--- src/rtl/window_mean.sv ---
// window_mean
//   Sliding-window accumulator with a bit-serial restoring divider. Holds the
//   last DEPTH signed samples, keeps their running sum, and produces the
//   mean (sum / samples held, truncated toward zero) SUM_W cycles after each
//   accepted sample.
//
// Parameters
//   WIDTH  sample width, signed two's complement
//   FRAC   fractional bits (display-only, no effect on arithmetic)
//   DEPTH  window length, 2..16
//
// Ports
//   CLOCK_50   in   system clock, rising edge
//   reset      in   synchronous active-high reset, highest priority
//   clear      in   synchronous datapath clear, same effect as reset
//   in_valid   in   sample strobe
//   in_data    in   signed sample [WIDTH]
//   in_ready   out  high only while idle (and not in reset)
//   sum        out  signed sum of held samples [SUM_W]
//   mean       out  signed sum/count, truncated toward zero [WIDTH]
//   out_valid  out  one-cycle pulse when mean updates
//   count      out  samples held, saturates at DEPTH [CNT_W]
//   overrun    out  sticky, set when a sample arrives while busy
module window_mean #(
  parameter int WIDTH = 8,
  parameter int FRAC  = 6,
  parameter int DEPTH = 3,
  localparam int SUM_W = WIDTH + $clog2(DEPTH),
  localparam int CNT_W = $clog2(DEPTH + 1)
) (
  input  logic             CLOCK_50,
  input  logic             reset,
  input  logic             clear,
  input  logic             in_valid,
  input  logic [WIDTH-1:0] in_data,
  output logic             in_ready,
  output logic [SUM_W-1:0] sum,
  output logic [WIDTH-1:0] mean,
  output logic             out_valid,
  output logic [CNT_W-1:0] count,
  output logic             overrun
);

  localparam int PTR_W  = $clog2(DEPTH);
  localparam int ITER_W = $clog2(SUM_W);

  if (DEPTH < 2 || DEPTH > 16 || FRAC < 0 || FRAC >= WIDTH) begin : g_param_check
    $error("window_mean: illegal parameter combination");
  end

  typedef enum logic {
    ST_IDLE,
    ST_DIV
  } state_t;

  state_t              r_state;
  state_t              w_state_nx;

  logic [WIDTH-1:0]    r_buf [DEPTH];
  logic [PTR_W-1:0]    r_ptr;
  logic [SUM_W-1:0]    r_sum;
  logic [CNT_W-1:0]    r_count;
  logic [WIDTH-1:0]    r_mean;
  logic                r_out_valid;
  logic                r_overrun;

  // Divider: r_dvd shifts the dividend magnitude out at the top while
  // quotient bits shift in at the bottom.
  logic [SUM_W-1:0]    r_dvd;
  logic [CNT_W-1:0]    r_rem;
  logic [CNT_W-1:0]    r_div;
  logic                r_neg;
  logic [ITER_W-1:0]   r_iter;

  logic                w_accept;
  logic                w_full;
  logic [SUM_W-1:0]    w_samp_ext;
  logic [SUM_W-1:0]    w_old_ext;
  logic [SUM_W-1:0]    w_sum_nx;
  logic [SUM_W-1:0]    w_mag_nx;
  logic [CNT_W-1:0]    w_cnt_nx;
  logic [CNT_W:0]      w_rem_sh;
  logic [CNT_W:0]      w_rem_diff;
  logic                w_ge;
  logic [CNT_W-1:0]    w_rem_nx;
  logic [SUM_W-1:0]    w_dvd_nx;
  logic                w_last;
  logic [WIDTH-1:0]    w_q;
  logic [WIDTH-1:0]    w_mean_nx;

  // ---------------------------------------------------------------- FSM
  always_ff @(posedge CLOCK_50) begin
    if (reset || clear) begin
      r_state <= ST_IDLE;
    end else begin
      r_state <= w_state_nx;
    end
  end

  always_comb begin
    w_state_nx = r_state;
    unique case (r_state)
      ST_IDLE: if (w_accept) w_state_nx = ST_DIV;
      ST_DIV:  if (w_last)   w_state_nx = ST_IDLE;
      default: w_state_nx = ST_IDLE;
    endcase
  end

  always_comb begin
    in_ready = (r_state == ST_IDLE) && !reset;
  end

  // ------------------------------------------------------- window update
  assign w_accept   = in_valid && in_ready;
  assign w_full     = (r_count == CNT_W'(DEPTH));
  assign w_samp_ext = {{(SUM_W-WIDTH){in_data[WIDTH-1]}}, in_data};
  assign w_old_ext  = {{(SUM_W-WIDTH){r_buf[r_ptr][WIDTH-1]}}, r_buf[r_ptr]};
  // Once full, the pointer addresses the oldest entry, which is the one
  // being overwritten and therefore leaves the sum.
  assign w_sum_nx   = r_sum + w_samp_ext - (w_full ? w_old_ext : '0);
  assign w_cnt_nx   = w_full ? r_count : r_count + CNT_W'(1);
  assign w_mag_nx   = w_sum_nx[SUM_W-1] ? -w_sum_nx : w_sum_nx;

  // ------------------------------------------------------ divider step
  assign w_rem_sh   = {r_rem, r_dvd[SUM_W-1]};
  assign w_ge       = (w_rem_sh >= {1'b0, r_div});
  assign w_rem_diff = w_rem_sh - {1'b0, r_div};
  // The partial remainder stays below the divisor, so CNT_W bits suffice.
  assign w_rem_nx   = w_ge ? w_rem_diff[CNT_W-1:0] : w_rem_sh[CNT_W-1:0];
  assign w_dvd_nx   = {r_dvd[SUM_W-2:0], w_ge};
  assign w_last     = (r_iter == ITER_W'(SUM_W - 1));
  // |mean| never exceeds the largest |sample|, so the low WIDTH bits hold it.
  assign w_q        = w_dvd_nx[WIDTH-1:0];
  assign w_mean_nx  = r_neg ? -w_q : w_q;

  always_ff @(posedge CLOCK_50) begin
    if (reset || clear) begin
      for (int unsigned i = 0; i < DEPTH; i++) begin
        r_buf[i] <= '0;
      end
      r_ptr       <= '0;
      r_sum       <= '0;
      r_count     <= '0;
      r_mean      <= '0;
      r_out_valid <= 1'b0;
      r_overrun   <= 1'b0;
      r_dvd       <= '0;
      r_rem       <= '0;
      r_div       <= '0;
      r_neg       <= 1'b0;
      r_iter      <= '0;
    end else begin
      r_out_valid <= 1'b0;

      if (w_accept) begin
        r_buf[r_ptr] <= in_data;
        r_ptr        <= (r_ptr == PTR_W'(DEPTH - 1)) ? '0 : r_ptr + PTR_W'(1);
        r_sum        <= w_sum_nx;
        r_count      <= w_cnt_nx;
        r_dvd        <= w_mag_nx;
        r_rem        <= '0;
        r_div        <= w_cnt_nx;
        r_neg        <= w_sum_nx[SUM_W-1];
        r_iter       <= '0;
      end

      if (r_state == ST_DIV) begin
        r_dvd  <= w_dvd_nx;
        r_rem  <= w_rem_nx;
        r_iter <= r_iter + ITER_W'(1);
        if (w_last) begin
          r_mean      <= w_mean_nx;
          r_out_valid <= 1'b1;
        end
      end

      if (in_valid && r_state != ST_IDLE) begin
        r_overrun <= 1'b1;
      end
    end
  end

  assign sum       = r_sum;
  assign count     = r_count;
  assign mean      = r_mean;
  assign out_valid = r_out_valid;
  assign overrun   = r_overrun;

endmodule

--- config.mk ---
export PLATFORM = sky130hd
export DESIGN_NAME = window_mean
export DESIGN_NICKNAME = d
export VERILOG_FILES = /design/src/rtl/window_mean.sv
export SDC_FILE = /design/constraint.sdc
export NUM_CORES = 1
export LEC_CHECK = 0
export CORE_UTILIZATION = 60
export CTS_CLUSTER_DIAMETER = 100
export DETAILED_ROUTE_END_ITERATION = 8
export PLACE_DENSITY = 0.82
export SETUP_SLACK_MARGIN = 0.1
export SYNTH_ARGS = -nofsm -noshare
export SYNTH_HDL_FRONTEND = slang
export SYNTH_SLANG_ARGS = --single-unit
--- constraint.sdc ---
create_clock -name CLOCK_50 -period 11.5 [get_ports CLOCK_50]
set_clock_uncertainty 0.1 [all_clocks]
set_input_delay 3.45 -clock CLOCK_50 [delete_from_list [all_inputs] [get_ports CLOCK_50]]
set_output_delay 3.45 -clock CLOCK_50 [all_outputs]
set_load 0.05 [all_outputs]
==> summary.txt, run 1 <==
Outcome
  – Outcome: completed

Job
  – Max-cap violations: 0

Synthesis
  – Async SR Flop Fraction: 0
  – Syn Nets: 464
  – Netlist cell types: 58
  – Mapped Area: 4150 µm²
  – Post-Synthesis Cells: 425
  – Post-Syn Area per Cell: 9.76 µm²
  – Top_reg_cell synth: dfxtp_1
  – Number of synthesized flops with an enable pin: 32
  – Post-synthesis sequential area ratio: 0.439
  – Synth Warn #: 0
  – Flops & latches, synth: 75

Route
  – Via Count: 3082
  – DR vias/cell: 5.78
  – DR iter-0 viols: 195
  – DR WL/cell: 15.7 µm
  – Post-route antenna net violation count: 0
  – Drt pass-1 iters: 4
  – Post-route DRC: 0
  – Final WL: 8.39 mm

CTS
  – Num CTS Buffers: 9
  – Clk slew on worst S/H paths: 0.08 ns
  – Post-CTS Repair Setup Buffers: 0
  – Clock Sinks: 75
  – Root buffer cell: clkbuf_8
  – Clock H-tree levels: 3
  – CTS tree: built
  – Hold_buf cts: 0
  – Max clock buf depth: 2
  – Post-cts resize count: 0
  – Clk Latency, worst-skew pair: 0.36 ns

Global routing
  – First-pass GRT wire length: 14.4 mm
  – Largest net degree at the start of global routing: 36
  – GRT overflow: 0
  – Vias in the first global route: 2991
  – GRT Util Overall: 0.258
  – Initial antenna violation count: 0

Timing
  – RSZ-0062 raised after global routing: no
  – Period minus WS final: 8.44 ns
  – Final setup vio count: 0
  – Fin Setup TNS: 0 ns
  – Final hold violation count: 0
  – Period utilization: 0.734
  – Slew Limit Fails: 0
  – Worst-Margin Slew: 0.901 ns
  – Max_slew headroom: 0.398
  – Max Clk Rate: 0.118 GHz

Layout
  – Final Non-Filler Cells: 533
  – Layout fillers: 495
  – Antenna cells: 0
  – Footprint of the multi-input gates: 2090 µm²
  – Layout cell share with drive strength beyond 1: 0.0877
  – Final nets: 490
  – Area growth, synth to finish: 13.7%
  – FF/Latch Area: 1820 µm²

Setup path
  – Slowest cell on the critical path: clkdlybuf4s50_1
  – CP Buf/Inv Count: 2
  – Top Family by Delay on Critical Path: buffers and inverters
  – Critical path capture point type: primary output
  – Crit Path Category: in -> out
  – CP max stage delay: 0.83 ns
  – Most Frequent Cell on Critical Path: clkdlybuf4s50_1
  – Crit path cell chain: clkdlybuf4s50_1 -> nor2_1 -> clkdlybuf4s50_1
  – Startpoint Class: input pin
  – Critical path peak fanout: 3
  – Worst EP arrival: 4.89 ns
  – WP data required: 7.95 ns

Power and ir drop
  – Pleak: 1.78 nW
  – Cell Pwr Density: 131 nW/µm²
  – Worst vdd ir: 0.0810 mV
  – Internal Pwr Total: 0.437 mW
  – Clock power share: 0.340
  – Flop pwr share: 0.472
  – P_sw: 0.180 mW
  – Logic pwr share: 0.188
  – Sw Ratio: 0.291

Placement
  – DP HPWL: 5.89 mm
  – Buffers on Ports: 34
  – Placed Cells incl. Taps: 517
  – Placer congestion estimate: 0.855

Floorplan
  – Core Box Area: 6490 µm²
  – Starting Density: 0.639
  – Die height: 85.2 µm
  – Die ar.: 7250 µm²
  – Row cnt: 29
  – Die X-Extent: 85.2 µm
  – I/O Pins: 35

Min path
  – Hold Path Class: reg -> reg
-- path summary, 6_finish.rpt --
| path | start | to | slack [ns] | cells after the start |
|---|---|---|---|---|
| worst max-delay path | reset | in_ready | 3.06 | 3 |
| worst min-delay path | r_iter[3]$_SDFFE_PP0P_ | r_iter[3]$_SDFFE_PP0P_ | 0.38 | 1 |
| worst max register to register | register | r_dvd[3]$_SDFFE_PP0P_ | 7.15 | 12 |
| worst min register to register | r_iter[3]$_SDFFE_PP0P_ | r_iter[3]$_SDFFE_PP0P_ | 0.38 | 1 |
-- cells in the final DEF (no fill, tap or decap), drive strengths merged, types with 3 or more instances in the layout --
master,netlist,routed
inv,42,44
dfxtp,43,43
nand2,40,40
nor2,38,38
clkdlybuf4s50,0,34
edfxtp,32,32
a21oi,27,27
and2,26,26
ha,18,18
xor2,14,14
a211oi,13,13
clkbuf,17,11
fa,9,9
o21ai,9,9
xnor2,8,8
mux4,7,7
nor3,7,7
nor4,7,7
o211ai,6,6
o31ai,6,6
nand3,5,5
nand2b,4,4
o22ai,4,4
or2,4,4
mux2i,3,3
nand3b,3,3
or3,3,3
-- registers in the layout, summed over array words and instances, names as in the netlist, named ones only --
register and flops:
mean 8, r_rem 2, out_valid 1, r_iter 4, r_buf 32, r_state 1
r_div 2, sum 10, overrun 1, r_ptr 2, r_dvd 10
-- layout make-up --
class	count	area share
Clock buffer	11	0.0300
Clock inverter	5	0.0127
Inverter	42	0.0334
Multi-Input combinational cell	287	0.442
Sequential cell	75	0.386
Tap cell	77	0.0204
Timing Repair Buffer	36	0.0753
-- power by group through the flow --
stage	Combinational [mW]	Sequential (mW)	Clock, mW
2_1_floorplan	0.0856	0.299	0
5_1_grt	0.129	0.292	0.221
3_5_place_dp	0.115	0.297	0
3_3_place_gp	0.112	0.296	0
6_report	0.116	0.291	0.210
4_1_cts	0.115	0.291	0.211
-- cells in the mapped netlist (all sizes together), types with 2 or more instances --
| library cell | n | share of area |
|---|---|---|
| or3 | 3 | 0.0060 |
| nand2 | 40 | 0.036 |
| or2 | 4 | 0.0060 |
| nor3 | 7 | 0.0084 |
| nand3 | 5 | 0.0060 |
| mux2 | 2 | 0.0054 |
| nor2b | 2 | 0.0030 |
| o31ai | 6 | 0.011 |
| mux4 | 7 | 0.038 |
| xor2 | 14 | 0.033 |
| o22ai | 4 | 0.0060 |
| o211ai | 6 | 0.011 |
| dfxtp | 43 | 0.21 |
| a21oi | 27 | 0.033 |
| buf | 4 | 0.0048 |
| mux2i | 3 | 0.0072 |
| a211oi | 13 | 0.025 |
| xnor2 | 8 | 0.017 |
| a41oi | 2 | 0.0060 |
| edfxtp | 32 | 0.23 |
| o21ai | 9 | 0.011 |
| nand2b | 4 | 0.0060 |
| clkbuf | 17 | 0.015 |
| nand3b | 3 | 0.0054 |
| and2 | 26 | 0.039 |
| ha | 18 | 0.054 |
| fa | 9 | 0.043 |
| inv | 42 | 0.038 |
| nor2 | 38 | 0.035 |
| nor4 | 7 | 0.011 |
| a21o | 2 | 0.0036 |
| a31o | 2 | 0.0042 |
-- routing by layer --
metal  wire, µm  track usage
met1       3830        0.362
met2       3950        0.409
met3        475       0.0340
met4        138        0.105
met5          0            0
-- cells by family (layout without fill, tap and decap cells) --
kind of cell,after synthesis,in the layout,share of synthesized area
adder cells (fa/ha/maj),27,27,0.0977
flip-flops,75,75,0.439
XOR/XNOR,22,22,0.0501
AND/OR/NAND/NOR,144,144,0.171
AO/OA/AOI/OAI,82,82,0.133
buffers and inverters,63,94,0.0582
multiplexers,12,12,0.0507
-- metrics by stage --
stage	hold WS (ns)	util	worst slack [ns]	power (mW)	instance area (µm²)
after floorplan	0.333	-	3.81	0.385	4150
after global placement	0.358	0.695	3.09	0.408	4520
after detailed placement	0.371	0.695	3.06	0.411	4520
after CTS	0.383	0.726	3.06	0.617	4720
after global routing	0.406	0.726	2.99	0.642	4720
final	0.378	0.726	3.06	0.617	4720
Note: power is estimated with default switching activity, not from simulation.
==> run 2: changes to the inputs <==
CORE_UTILIZATION = 58   (was 60)
PLACE_DENSITY = 0.8   (was 0.82)
clock period = 8.6 ns   (was 11.5 ns; I/O delays follow)
==> summary.txt, run 2 (same netlist as run 1, synthesis figures left out) <==
Timing
  – Max Clk Rate: 0.149 GHz
  – RSZ-0062 raised after global routing: no
  – Worst-Margin Slew: 1.03 ns (+0.132 ns)
  – Final setup vio count: 0 (unchanged)
  – Period minus WS final: 6.72 ns
  – Final hold violation count: 0 (unchanged)
  – Fin Setup TNS: 0 ns (unchanged)
  – Max_slew headroom: 0.310 (-0.0875)
  – Slew Limit Fails: 0 (unchanged)
  – Period utilization: 0.782

Global routing
  – Initial antenna violation count: 0 (unchanged)
  – GRT Util Overall: 0.257 (-0.00140)
  – Global-route met1 utilization: 0.338 (-0.0239)
  – GRT overflow: 0 (unchanged)
  – Busiest grt layer: met2
  – Vias in the first global route: 3105 (+3.8%)
  – Largest net degree at the start of global routing: 36 (unchanged)
  – First-pass GRT wire length: 14.6 mm (+1.0%)
  – GR Layer Usage met2: 0.419 (+0.0101)
  – Met3 global-route usage: 0.0543 (+0.0202)

Floorplan
  – Core Box Area: 6870 µm² (+5.8%)
  – Starting Density: 0.604 (-0.0348)
  – I/O Pins: 35 (unchanged)
  – Row cnt: 30 (+3.4%)
  – Die height: 86.6 µm (+1.7%)
  – Die ar.: 7500 µm² (+3.4%)
  – Die X-Extent: 86.6 µm (+1.7%)

Power and ir drop
  – Logic pwr share: 0.177 (-0.011)
  – Cell Pwr Density: 181 nW/µm² (+39%)
  – Sw Ratio: 0.271 (-0.0208)
  – Clock power share: 0.371 (+0.031)
  – Worst vdd ir: 0.124 mV (+53%)
  – Internal Pwr Total: 0.630 mW (+44%)
  – P_sw: 0.234 mW (+30%)
  – Flop pwr share: 0.452 (-0.020)
  – Pleak: 1.80 nW (+0.75%)

Setup path
  – Critical path capture point type: primary output
  – Critical path peak fanout: 3 (unchanged)
  – Crit Path Category: in -> out
  – WP data required: 5.92 ns (-2.03 ns)
  – R2R Setup Slk: 4.29 ns (-2.86 ns)
  – Worst EP arrival: 4.04 ns (-0.85 ns)
  – R2r endpoint: r_dvd[3]$_SDFFE_PP0P_
  – Worst Reg2Reg Path Length in Cells: 12 (unchanged)
  – Startpoint Class: input pin
  – CP endpoint: in_ready
  – Critical Path Start: reset

Min path
  – Hold Path Class: reg -> reg
  – WHS Path Cells: 2 (+1)
  – Hold Crit Start: sum[8]$_SDFFE_PP0P_

Layout
  – Commonest non-fill, non-tap cell in the layout: dfxtp_1
  – Antenna cells: 0 (unchanged)
  – Final Non-Filler Cells: 551 (+3.4%)
  – Final nets: 489 (-0.20%)
  – Most frequent cells in the layout: 43 x dfxtp_1, 42 x inv_1, 40 x nand2_1
  – Area growth, synth to finish: 15.0%
  – Largest register by flop count: r_buf
  – Max reg flops: 32 (unchanged)
  – Layout cell share with drive strength beyond 1: 0.0835 (-0.00420)

CTS
  – Clk slew on worst S/H paths: 0.07 ns (about the same)
  – Root buffer cell: clkbuf_8
  – Clock Sinks: 75 (unchanged)
  – Clk Latency, worst-skew pair: 0.36 ns (about the same)
  – Post-cts resize count: 0 (unchanged)
  – Clock H-tree levels: 3 (unchanged)
  – Max clock buf depth: 2 (unchanged)
  – Hold_buf cts: 0 (unchanged)
  – CTS tree: built
  – Post-CTS Repair Setup Buffers: 0 (unchanged)
  – Num CTS Buffers: 9 (unchanged)

Placement
  – DP HPWL: 5.91 mm (+0.37%)
  – Placer congestion estimate: 0.816 (-4.5%)
  – Buffers on Ports: 34 (unchanged)
  – Placed Cells incl. Taps: 535 (+3.5%)

Job
  – Max-cap violations: 0 (unchanged)

Route
  – DR vias/cell: 5.67 (-1.9%)
  – Post-route antenna net violation count: 0 (unchanged)
  – Post-route DRC: 0 (unchanged)
  – Final WL: 8.36 mm (-0.37%)
  – Drt pass-1 iters: 4 (unchanged)
  – DR WL/cell: 15.2 µm (-3.6%)
  – DR iter-0 viols: 181 (-7.2%)
  – Via Count: 3125 (+1.4%)

Outcome
  – Outcome: completed
==> run 2: stage by stage <==
step / util / power, mW / cell area [µm²] / hold slack [ns] / worst slack [ns]
2_1_floorplan: - / 0.514 / 4150 / 0.333 / 2.65
3_3_place_gp: 0.660 / 0.547 / 4530 / 0.351 / 1.94
3_5_place_dp: 0.660 / 0.550 / 4530 / 0.365 / 1.90
4_1_cts: 0.695 / 0.868 / 4770 / 0.382 / 1.90
5_1_grt: 0.695 / 0.902 / 4770 / 0.410 / 1.83
6_report: 0.695 / 0.864 / 4770 / 0.374 / 1.88
==> run 2: final cells by class <==
class	instances	area (µm²)
Tap cell	96	120
Sequential cell	75	1820
Fill cell	540	2100
Multi-Input combinational cell	287	2090
Clock buffer	13	170
Clock inverter	3	68.8
Timing Repair Buffer	35	348
Inverter	42	158
==> run 2: power groups by stage <==
stage          combinational [mW]  clock (mW)  sequential (mW)
5_1_grt                     0.173       0.337            0.392
4_1_cts                     0.153       0.324            0.391
2_1_floorplan               0.114           0            0.400
3_5_place_dp                0.151           0            0.399
6_report                    0.153       0.321            0.391
3_3_place_gp                0.148           0            0.398
==> run 2: worst min-delay path by stage <==
stage	to	slack [ns]
global route	sum[4]$_SDFFE_PP0P_	0.41
finish	sum[8]$_SDFFE_PP0P_	0.37
detailed placement	r_iter[3]$_SDFFE_PP0P_	0.37
global placement	overrun$_SDFFE_PP0P_	0.35
floorplan	r_iter[3]$_SDFFE_PP0P_	0.33
CTS	sum[8]$_SDFFE_PP0P_	0.38
==> run 2: worst max-delay path: stages <==
cell and delay, ns:
clkdlybuf4s50_1 0.44, nor2_1 0.18, clkdlybuf4s50_1 0.84
==> run 2: per-layer routing <==
metal | routed length, µm | share of wire
met1 | 3730 | 0.45
met2 | 3960 | 0.47
met3 | 523 | 0.063
met4 | 140 | 0.017
met5 | 0 | 0
==> run 3: changes to the inputs <==
CORE_UTILIZATION = 53   (was 58)
PLACE_DENSITY = 0.77   (was 0.8)
clock period = 5.67 ns   (was 8.6 ns; I/O delays follow)
==> summary.txt, run 3 (same netlist as run 1, synthesis figures left out) <==
Outcome
  – Outcome: completed

Layout
  – Antenna cells: 0 (unchanged)
  – Largest register by flop count: r_buf
  – Commonest non-fill, non-tap cell in the layout: dfxtp_1
  – Layout fillers: 590 (+9.3%)
  – Area growth, synth to finish: 15.5%
  – Layout cell share with drive strength beyond 1: 0.0957 (+0.0121)
  – Final Non-Filler Cells: 559 (+1.5%)
  – Final nets: 494 (+1.0%)
  – Final Cell Area: 4790 µm² (+0.39%)
  – Max reg flops: 32 (unchanged)
  – Most frequent cells in the layout: 43 x dfxtp_1, 42 x inv_1, 40 x nand2_1
  – Core Util, Final: 0.647 (-0.0480)

Timing
  – Max Clk Rate: 0.203 GHz
  – Period minus WS final: 4.92 ns
  – Slew Limit Fails: 0 (unchanged)
  – Period utilization: 0.868
  – Max_slew headroom: 0.518 (+0.208)
  – Final setup vio count: 0 (unchanged)
  – Final hold violation count: 0 (unchanged)
  – RSZ-0062 raised after global routing: no
  – Worst-Margin Slew: 0.722 ns (-0.311 ns)
  – Fin Setup TNS: 0 ns (unchanged)

Setup path
  – Crit Path Category: in -> out
  – R2r endpoint: r_dvd[3]$_SDFFE_PP0P_
  – Critical path capture point type: primary output
  – R2R Setup Slk: 1.33 ns (-2.96 ns)
  – Worst Reg2Reg Path Length in Cells: 12 (unchanged)
  – Startpoint Class: input pin
  – Worst EP arrival: 3.12 ns (-0.92 ns)
  – Critical path peak fanout: 3 (unchanged)
  – WP data required: 3.87 ns (-2.05 ns)

CTS
  – Post-cts resize count: 0 (unchanged)
  – Num CTS Buffers: 9 (unchanged)
  – Clk Latency, worst-skew pair: 0.36 ns (about the same)
  – Clock H-tree levels: 3 (unchanged)
  – Hold_buf cts: 0 (unchanged)
  – Clk slew on worst S/H paths: 0.07 ns (about the same)
  – Max clock buf depth: 2 (unchanged)
  – Root buffer cell: clkbuf_8
  – Post-CTS Repair Setup Buffers: 0 (unchanged)
  – Clock Sinks: 75 (unchanged)
  – CTS tree: built

Placement
  – Buffers on Ports: 34 (unchanged)
  – Area after DPL: 4570 µm² (+0.91%)
  – Placed Cells incl. Taps: 543 (+1.5%)
  – DP HPWL: 5.89 mm (-0.27%)
  – Placer congestion estimate: 0.856 (+4.9%)

Route
  – Post-route DRC: 0 (unchanged)
  – Post-route antenna net violation count: 0 (unchanged)
  – Drt pass-1 iters: 4 (unchanged)
  – DR WL/cell: 15.2 µm (+0.35%)
  – Via Count: 3070 (-1.8%)
  – DR iter-0 viols: 185 (+2.2%)
  – DR vias/cell: 5.49 (-3.2%)
  – Final WL: 8.51 mm (+1.8%)

Power and ir drop
  – Cell Pwr Density: 269 nW/µm² (+48%)
  – Pleak: 1.81 nW (+0.52%)
  – Power Total: 1.29 mW (+49%)
  – Worst vdd ir: 0.155 mV (+25%)

Floorplan
  – Die X-Extent: 90.5 µm (+4.5%)
  – Die ar.: 8190 µm² (+9.2%)
  – Core Box Area: 7410 µm² (+7.9%)
  – Die height: 90.5 µm (+4.5%)
  – I/O Pins: 35 (unchanged)
  – Row cnt: 31 (+3.3%)
  – Starting Density: 0.560 (-0.0440)

Min path
  – Hold Crit Start: overrun$_SDFFE_PP0P_
  – Hold Path Class: reg -> reg
  – WHS Endpoint: overrun$_SDFFE_PP0P_
  – WHS Path Cells: 2 (unchanged)

Global routing
  – Initial antenna violation count: 0 (unchanged)
  – Largest net degree at the start of global routing: 36 (unchanged)
  – GRT overflow: 0 (unchanged)
  – Vias in the first global route: 3037 (-2.2%)
  – First-pass GRT wire length: 14.6 mm (about the same)
  – GRT Util Overall: 0.227 (-0.0297)

Job
  – Max-cap violations: 0 (unchanged)
[run 3: where the power goes]
part           internal, mW  total, mW  switching, mW
clock                 0.249      0.459          0.211
combinational        0.0925      0.238          0.146
sequential            0.577      0.590         0.0127
[run 3: area by class of cell]
class | count | area (µm²) | share of cell area
tap | 99 | 124 | 0.0259
timing repair buffer | 40 | 385 | 0.0804
inverter | 42 | 158 | 0.0329
multi-input combinational | 287 | 2090 | 0.435
clock buffer | 10 | 128 | 0.0266
clock inverter | 6 | 88.8 | 0.0185
sequential | 75 | 1820 | 0.380
[run 3: worst max-delay path by stage]
stage,from,end,cells after the start
2_1_floorplan,in_data[6],r_dvd[3]$_SDFFE_PP0P_,11
3_3_place_gp,in_data[6],r_dvd[3]$_SDFFE_PP0P_,12
3_5_place_dp,in_data[6],r_dvd[3]$_SDFFE_PP0P_,12
4_1_cts,reset,in_ready,3
5_1_grt,in_data[6],r_dvd[3]$_SDFFE_PP0P_,12
6_report,reset,in_ready,3
[run 3: metrics by stage]
stage | worst slack [ns] | hold slack [ns]
after floorplan | 1.20 | 0.333
after global placement | 0.512 | 0.350
after detailed placement | 0.454 | 0.359
after CTS | 0.748 | 0.378
after global routing | 0.564 | 0.410
final | 0.749 | 0.384
[run 3: per-layer routing]
layer / GRT usage / vias up / share of wire
met5: 0 / - / 0
met4: 0.0780 / 0 / 0.0095
met3: 0.0547 / 9 / 0.052
met2: 0.350 / 88 / 0.46
met1: 0.313 / 1436 / 0.48
li1: - / 1537 / -
[run 3: worst max-delay path, cell delays in order]
cell	delay, ns
clkdlybuf4s50_1	0.44
nor2_1	0.15
clkdlybuf4s50_1	0.83
